$ cat src/rtl/beamform_pkg.sv
// Shared beamformer definitions: word widths, combiner FSM states and the
// round-half-up / saturate helper used on every complex output component.
package beamform_pkg;

    localparam int DATA_W_DEF = 18;
    localparam int RND_W      = 64;

    localparam logic signed [RND_W-1:0] ONE   = 1;
    localparam logic signed [RND_W-1:0] Y_MAX = (ONE <<< (DATA_W_DEF - 1)) - ONE;
    localparam logic signed [RND_W-1:0] Y_MIN = -(ONE <<< (DATA_W_DEF - 1));

    typedef enum logic [1:0] {ACC, DRAIN, HOLD} state_t;

    typedef struct packed {
        logic                         clip;
        logic signed [DATA_W_DEF-1:0] y;
    } round_t;

    // Headroom for N full-precision conj(w)*x terms with no wrap.
    function automatic int acc_width(input int data_w, input int n_elem);
        return 2 * data_w + 1 + $clog2(n_elem);
    endfunction

    function automatic round_t sat_round(input logic signed [RND_W-1:0] acc,
                                         input int shift);
        logic signed [RND_W-1:0] r;
        round_t                  res;
        r = (acc + (ONE <<< (shift - 1))) >>> shift;
        if (r > Y_MAX) begin
            res.clip = 1'b1;
            res.y    = Y_MAX[DATA_W_DEF-1:0];
        end else if (r < Y_MIN) begin
            res.clip = 1'b1;
            res.y    = Y_MIN[DATA_W_DEF-1:0];
        end else begin
            res.clip = 1'b0;
            res.y    = r[DATA_W_DEF-1:0];
        end
        return res;
    endfunction

endpackage

$ cat src/rtl/cmul_conj.sv
// Two-stage conj(w)*x multiplier: products, then re/im sums, with the
// valid/first/last tags travelling alongside the data.
module cmul_conj
    import beamform_pkg::*;
#(
    parameter int DATA_W = DATA_W_DEF
) (
    input  logic                       clk,
    input  logic                       rst,
    input  logic                       in_valid,
    input  logic                       in_first,
    input  logic                       in_last,
    input  logic signed [DATA_W-1:0]   w_i,
    input  logic signed [DATA_W-1:0]   w_q,
    input  logic signed [DATA_W-1:0]   x_i,
    input  logic signed [DATA_W-1:0]   x_q,
    output logic                       out_valid,
    output logic                       out_first,
    output logic                       out_last,
    output logic signed [2*DATA_W:0]   re,
    output logic signed [2*DATA_W:0]   im
);

    localparam int P_W = 2 * DATA_W;
    localparam int S_W = 2 * DATA_W + 1;

    logic                  v1, f1, l1;
    logic signed [P_W-1:0] p_ii, p_qq, p_iq, p_qi;

    // NOTE: sequential state uses <= so every flop samples pre-edge values.
    always_ff @(posedge clk) begin
        if (rst) begin
            v1        <= 1'b0;
            f1        <= 1'b0;
            l1        <= 1'b0;
            out_valid <= 1'b0;
            out_first <= 1'b0;
            out_last  <= 1'b0;
        end else begin
            v1        <= in_valid;
            f1        <= in_first;
            l1        <= in_last;
            out_valid <= v1;
            out_first <= f1;
            out_last  <= l1;
        end
    end

    // NOTE: datapath registers carry no reset; the valid tags alone qualify them.
    always_ff @(posedge clk) begin
        p_ii <= P_W'(w_i) * P_W'(x_i);
        p_qq <= P_W'(w_q) * P_W'(x_q);
        p_iq <= P_W'(w_i) * P_W'(x_q);
        p_qi <= P_W'(w_q) * P_W'(x_i);
        re   <= S_W'(p_ii) + S_W'(p_qq);
        im   <= S_W'(p_iq) - S_W'(p_qi);
    end

endmodule

$ cat src/rtl/conj_dot_accum.sv
// Streaming beamformer combiner: y = sum conj(w_k) * x_k over N_ELEM elements,
// rounded and saturated, one handshaked complex result per vector.
module conj_dot_accum
    import beamform_pkg::*;
#(
    parameter int DATA_W = DATA_W_DEF,
    parameter int N_ELEM = 8,
    parameter int SHIFT  = 17
) (
    input  logic                     clk,
    input  logic                     rst,
    input  logic                     in_valid,
    output logic                     in_ready,
    input  logic signed [DATA_W-1:0] w_i,
    input  logic signed [DATA_W-1:0] w_q,
    input  logic signed [DATA_W-1:0] x_i,
    input  logic signed [DATA_W-1:0] x_q,
    output logic                     out_valid,
    input  logic                     out_ready,
    output logic signed [DATA_W-1:0] y_i,
    output logic signed [DATA_W-1:0] y_q,
    output logic                     sat
);

    localparam int ACC_W = acc_width(DATA_W, N_ELEM);
    localparam int SUM_W = 2 * DATA_W + 1;
    localparam int CNT_W = $clog2(N_ELEM);
    localparam logic [CNT_W-1:0] LAST_IDX = CNT_W'(N_ELEM - 1);

    state_t                  state;
    logic [CNT_W-1:0]        count;
    logic                    in_xfer;
    logic                    v2, first2, last2;
    logic signed [SUM_W-1:0] re2, im2;
    logic signed [ACC_W-1:0] acc_re, acc_im, acc_re_nxt, acc_im_nxt;
    round_t                  rnd_re, rnd_im;

    assign in_ready = (state == ACC) && !rst;
    assign in_xfer  = in_valid && in_ready;

    cmul_conj #(.DATA_W(DATA_W)) u_cmul (
        .clk       (clk),
        .rst       (rst),
        .in_valid  (in_xfer),
        .in_first  (count == '0),
        .in_last   (count == LAST_IDX),
        .w_i       (w_i),
        .w_q       (w_q),
        .x_i       (x_i),
        .x_q       (x_q),
        .out_valid (v2),
        .out_first (first2),
        .out_last  (last2),
        .re        (re2),
        .im        (im2)
    );

    // NOTE: every always_comb output is fully assigned on every path, so no latch.
    always_comb begin
        acc_re_nxt = first2 ? ACC_W'(re2) : acc_re + ACC_W'(re2);
        acc_im_nxt = first2 ? ACC_W'(im2) : acc_im + ACC_W'(im2);
        rnd_re     = sat_round(RND_W'(acc_re_nxt), SHIFT);
        rnd_im     = sat_round(RND_W'(acc_im_nxt), SHIFT);
    end

    always_ff @(posedge clk) begin
        if (rst) begin
            state     <= ACC;
            count     <= '0;
            acc_re    <= '0;
            acc_im    <= '0;
            out_valid <= 1'b0;
            y_i       <= '0;
            y_q       <= '0;
            sat       <= 1'b0;
        end else begin
            if (in_xfer)
                count <= (count == LAST_IDX) ? '0 : count + CNT_W'(1);
            if (v2) begin
                acc_re <= acc_re_nxt;
                acc_im <= acc_im_nxt;
            end
            case (state)
                ACC: if (in_xfer && count == LAST_IDX) state <= DRAIN;
                // The last element reaches the accumulator; publish its final sum.
                DRAIN: if (v2 && last2) begin
                    state     <= HOLD;
                    out_valid <= 1'b1;
                    y_i       <= DATA_W'(rnd_re.y);
                    y_q       <= DATA_W'(rnd_im.y);
                    sat       <= rnd_re.clip | rnd_im.clip;
                end
                HOLD: if (out_ready) begin
                    state     <= ACC;
                    out_valid <= 1'b0;
                end
                default: state <= ACC;
            endcase
        end
    end

endmodule

$ cat config.mk
export PLATFORM = sky130hd
export DESIGN_NAME = conj_dot_accum
export DESIGN_NICKNAME = d
export VERILOG_FILES = /design/src/rtl/beamform_pkg.sv /design/src/rtl/cmul_conj.sv /design/src/rtl/conj_dot_accum.sv
export SDC_FILE = /design/constraint.sdc
export NUM_CORES = 2
export LEC_CHECK = 0
export BUFFER_PORTS_ARGS = -buffer_cell sky130_fd_sc_hd__buf_2
export CORE_MARGIN = 8
export CORE_UTILIZATION = 55
export DETAILED_ROUTE_END_ITERATION = 10
export PLACE_DENSITY = 0.67
export SLEW_MARGIN = 30
export SYNTH_ARGS = -nofsm -noshare
export SYNTH_HDL_FRONTEND = slang
export SYNTH_SLANG_ARGS = --single-unit
$ cat constraint.sdc
create_clock -name clk -period 9.75 [get_ports clk]
set_clock_uncertainty 0.1 [all_clocks]
set_input_delay 0.4875 -clock clk [delete_from_list [all_inputs] [get_ports clk]]
set_output_delay 0.4875 -clock clk [all_outputs]
set_load 0.01 [all_outputs]
==> run metrics <==
Setup crit start=x_i[5]; DRC=0; Final period util=0.770; ANT nets after route=0; post-synth cell types=104; synth-to-layout area growth=4.97%; final setup TNS=0 ps; number of synthesized flops with an enable pin=0; family with the most delay on the worst path=adder cells; ranking of synthesized cells by area=fa_1 (39%), dfxtp_1 (10%), ha_1 (9.9%), inv_1 (9.2%), nand2_1 (5.3%); total wire length=178 mm; syn_area_per_cell=8.77 µm²; grt peak-use layer=met2; Nets=9412; r2r setup slk=3840 ps; TritonCTS Buffers=45; I/O pins=115; clk root buf=clkbuf_16; DR vias/cell=5.49; crit path to=u_cmul.p_qi[35]; largest fanout on the critical path=36; headroom to the max-slew limit=0.306; Final Max Tran Viols=0; final setup vio count=0; Slowest cell on crit path=buf_2; CTS tree=done; Final Hold Viols=0; most common cell after layout, fill and taps aside=inv_1; Rows=128; Pre-Repair DR Iteration Count=5; Worst Reg-to-Reg Cells=17; hpwl dp=143 mm; DP Area=68600 µm²; sequential-to-total area share from yosys stat=0.104; clk_lat worst skew=610 ps; Synth Register Bits=347; Max Fclk=133 MHz; Clock Tree Buf Depth=3; hold_buf cts=0; Hold Path Class=in -> reg; Vias=50.3k; Min Clock Period, post-route=7500 ps; initial antenna violation count=17; largest net degree at the start of global routing=84; post-synthesis instance total=7628; Synth Flop Type=dfxtp_1; outcome=finished, final reports clean; Starting Density=0.552; Die Span X=365 µm; startpoint types=primary input; Critical Path Stages=24; r2r startpoint=u_cmul.im[0]; Post-CTS Resized=0; asr flop ratio synth=0; Setup crit end kind=flip-flop; gr ovfl total=0; first-pass GRT wire length=290 mm; drt first-iter violations=3399; Global Route met3 Usage=0.0429; Syn Nets=9551; RSZ-0062 raised after global routing=no; clock sink count=347; most frequent CP cell=fa_1; Setup CP Type=in -> reg; CORE AREA=121000 µm²; Worst Path Required=10160 ps; Hold Startpoint=out_ready; routability congestion estimate=0.925; most frequent cells in the layout=inv_1 (1647), fa_1 (1320), nand2_1 (945); Synth Cell Area=66900 µm²; Synth Warn #=0; IO Port Bufs=114; layout cell share with drive strength beyond 1=0.0428; grt met1 use=0.356; gr usage total=0.275; Post-CTS Setup Inserts=0; data arrival time of the critical path=7920 ps; CP Buf/Inv Count=4; cell accounting for the most synthesized area=fa_1; number of max-cap violations=0; worst reg2reg endpoint=sat; vias in the first global route=53.5k; die height=365 µm; met2 Use GR=0.462; final instance area=70200 µm²; Die ar.=133000 µm²; CTS HTree Levels=2; crit-path cells=buf_2 > nand2_1 > fa_1 > fa_1 > fa_1 > inv_1 > fa_1 > fa_1 > inv_1 > fa_1 > inv_1 > ha_1 > o21a_1 > o21ai_0 > a21boi_0 > o21ai_0 > a21oi_1 > o211ai_1 > nand3_1 > and3_1 > nor3b_1 > nor4_1 > o211a_1 > nor3_1; actual slew at the worst max-slew pin=1040 ps; wire length per cell=19.4 µm; share of the synthesized area in the top cell type=0.395; clk slew on worst S/H paths=60 ps; slowest stage delay, CP=770 ps
## flip-flops by register name, summed over array words and instances, names as in the netlist
register	count
acc_im	40
acc_re	40
count	3
out_valid	1
sat	1
state	2
u_cmul.f1	1
u_cmul.im	37
u_cmul.l1	1
u_cmul.out_first	1
u_cmul.out_last	1
u_cmul.out_valid	1
u_cmul.p_ii	36
u_cmul.p_iq	36
u_cmul.p_qi	36
u_cmul.p_qq	36
u_cmul.re	37
u_cmul.v1	1
y_i	18
y_q	18
## final cells by class
| type | instances | area (µm²) |
|---|---|---|
| sequential | 347 | 6950 |
| clock inverter | 27 | 385 |
| clock buffer | 56 | 1200 |
| fill | 11000 | 51000 |
| inverter | 1650 | 6190 |
| multi-input combinational | 5268 | 52400 |
| tap | 1625 | 2030 |
| antenna | 17 | 42.5 |
| timing repair buffer | 177 | 1050 |
## cells by family (layout without fill, tap and decap cells)
family | count (synthesis) | count (layout) | share of synthesized area
AO/OA/AOI/OAI | 891 | 891 | 0.0900
XOR/XNOR | 272 | 272 | 0.0356
adder cells (fa/ha/maj) | 1847 | 1847 | 0.493
buffers and inverters | 2013 | 1910 | 0.114
flip-flops | 347 | 347 | 0.104
multiplexers | 33 | 33 | 0.00499
other | 0 | 17 | 0
AND/OR/NAND/NOR | 2225 | 2225 | 0.159
## per-layer routing
layer,up-vias,wire length [µm]
met1,25500,73500
met3,346,11500
met4,8,8620
met5,-,55
li1,23000,-
met2,1542,84500
## worst min path at each step
stage | end | slack (ps) | depth (start not counted)
after CTS | state[1] | 30 | 4
after detailed placement | u_cmul.out_valid | 320 | 1
after global routing | state[1] | 70 | 4
after global placement | u_cmul.out_last | 320 | 1
after floorplan | u_cmul.out_first | 310 | 1
final | state[1] | 70 | 4
## worst register-to-register path: cells and delay by family (launching register included)
kind	cells	cell delay [ps]
compound gates	8	2760
fa+ha+maj	3	980
flops	1	310
simple gates	6	1590
## synth_stat cells, types with 21 or more instances
library cell and number:
a211oi_1 88, a21o_1 90, a21oi_1 227, a31oi_1 21
and2_1 519, and3_1 35, clkbuf_1 341, dfxtp_1 347
fa_1 1320, ha_1 527, inv_1 1648, mux2i_1 30
nand2_1 945, nand2b_1 55, nand3_1 73, nand4_1 21
nor2_1 357, nor2b_1 42, nor3_1 77, o211ai_1 31
o21a_1 41, o21ai_0 183, or3_1 31, xnor2_1 208
xor2_1 64
## per-stage QoR
step	setup WS, ps	utilization	std cells	hold WS, ps
after floorplan	2870	-	7628	314
after global placement	1950	0.566	9066	318
after detailed placement	1810	0.566	9066	320
after CTS	2430	0.579	9149	30.3
after global routing	1900	0.579	9156	72.3
final	2250	0.579	9167	68.7
Power is not shown: default switching activity piles up to over one toggle a cycle in this logic, so the estimate is an artifact.
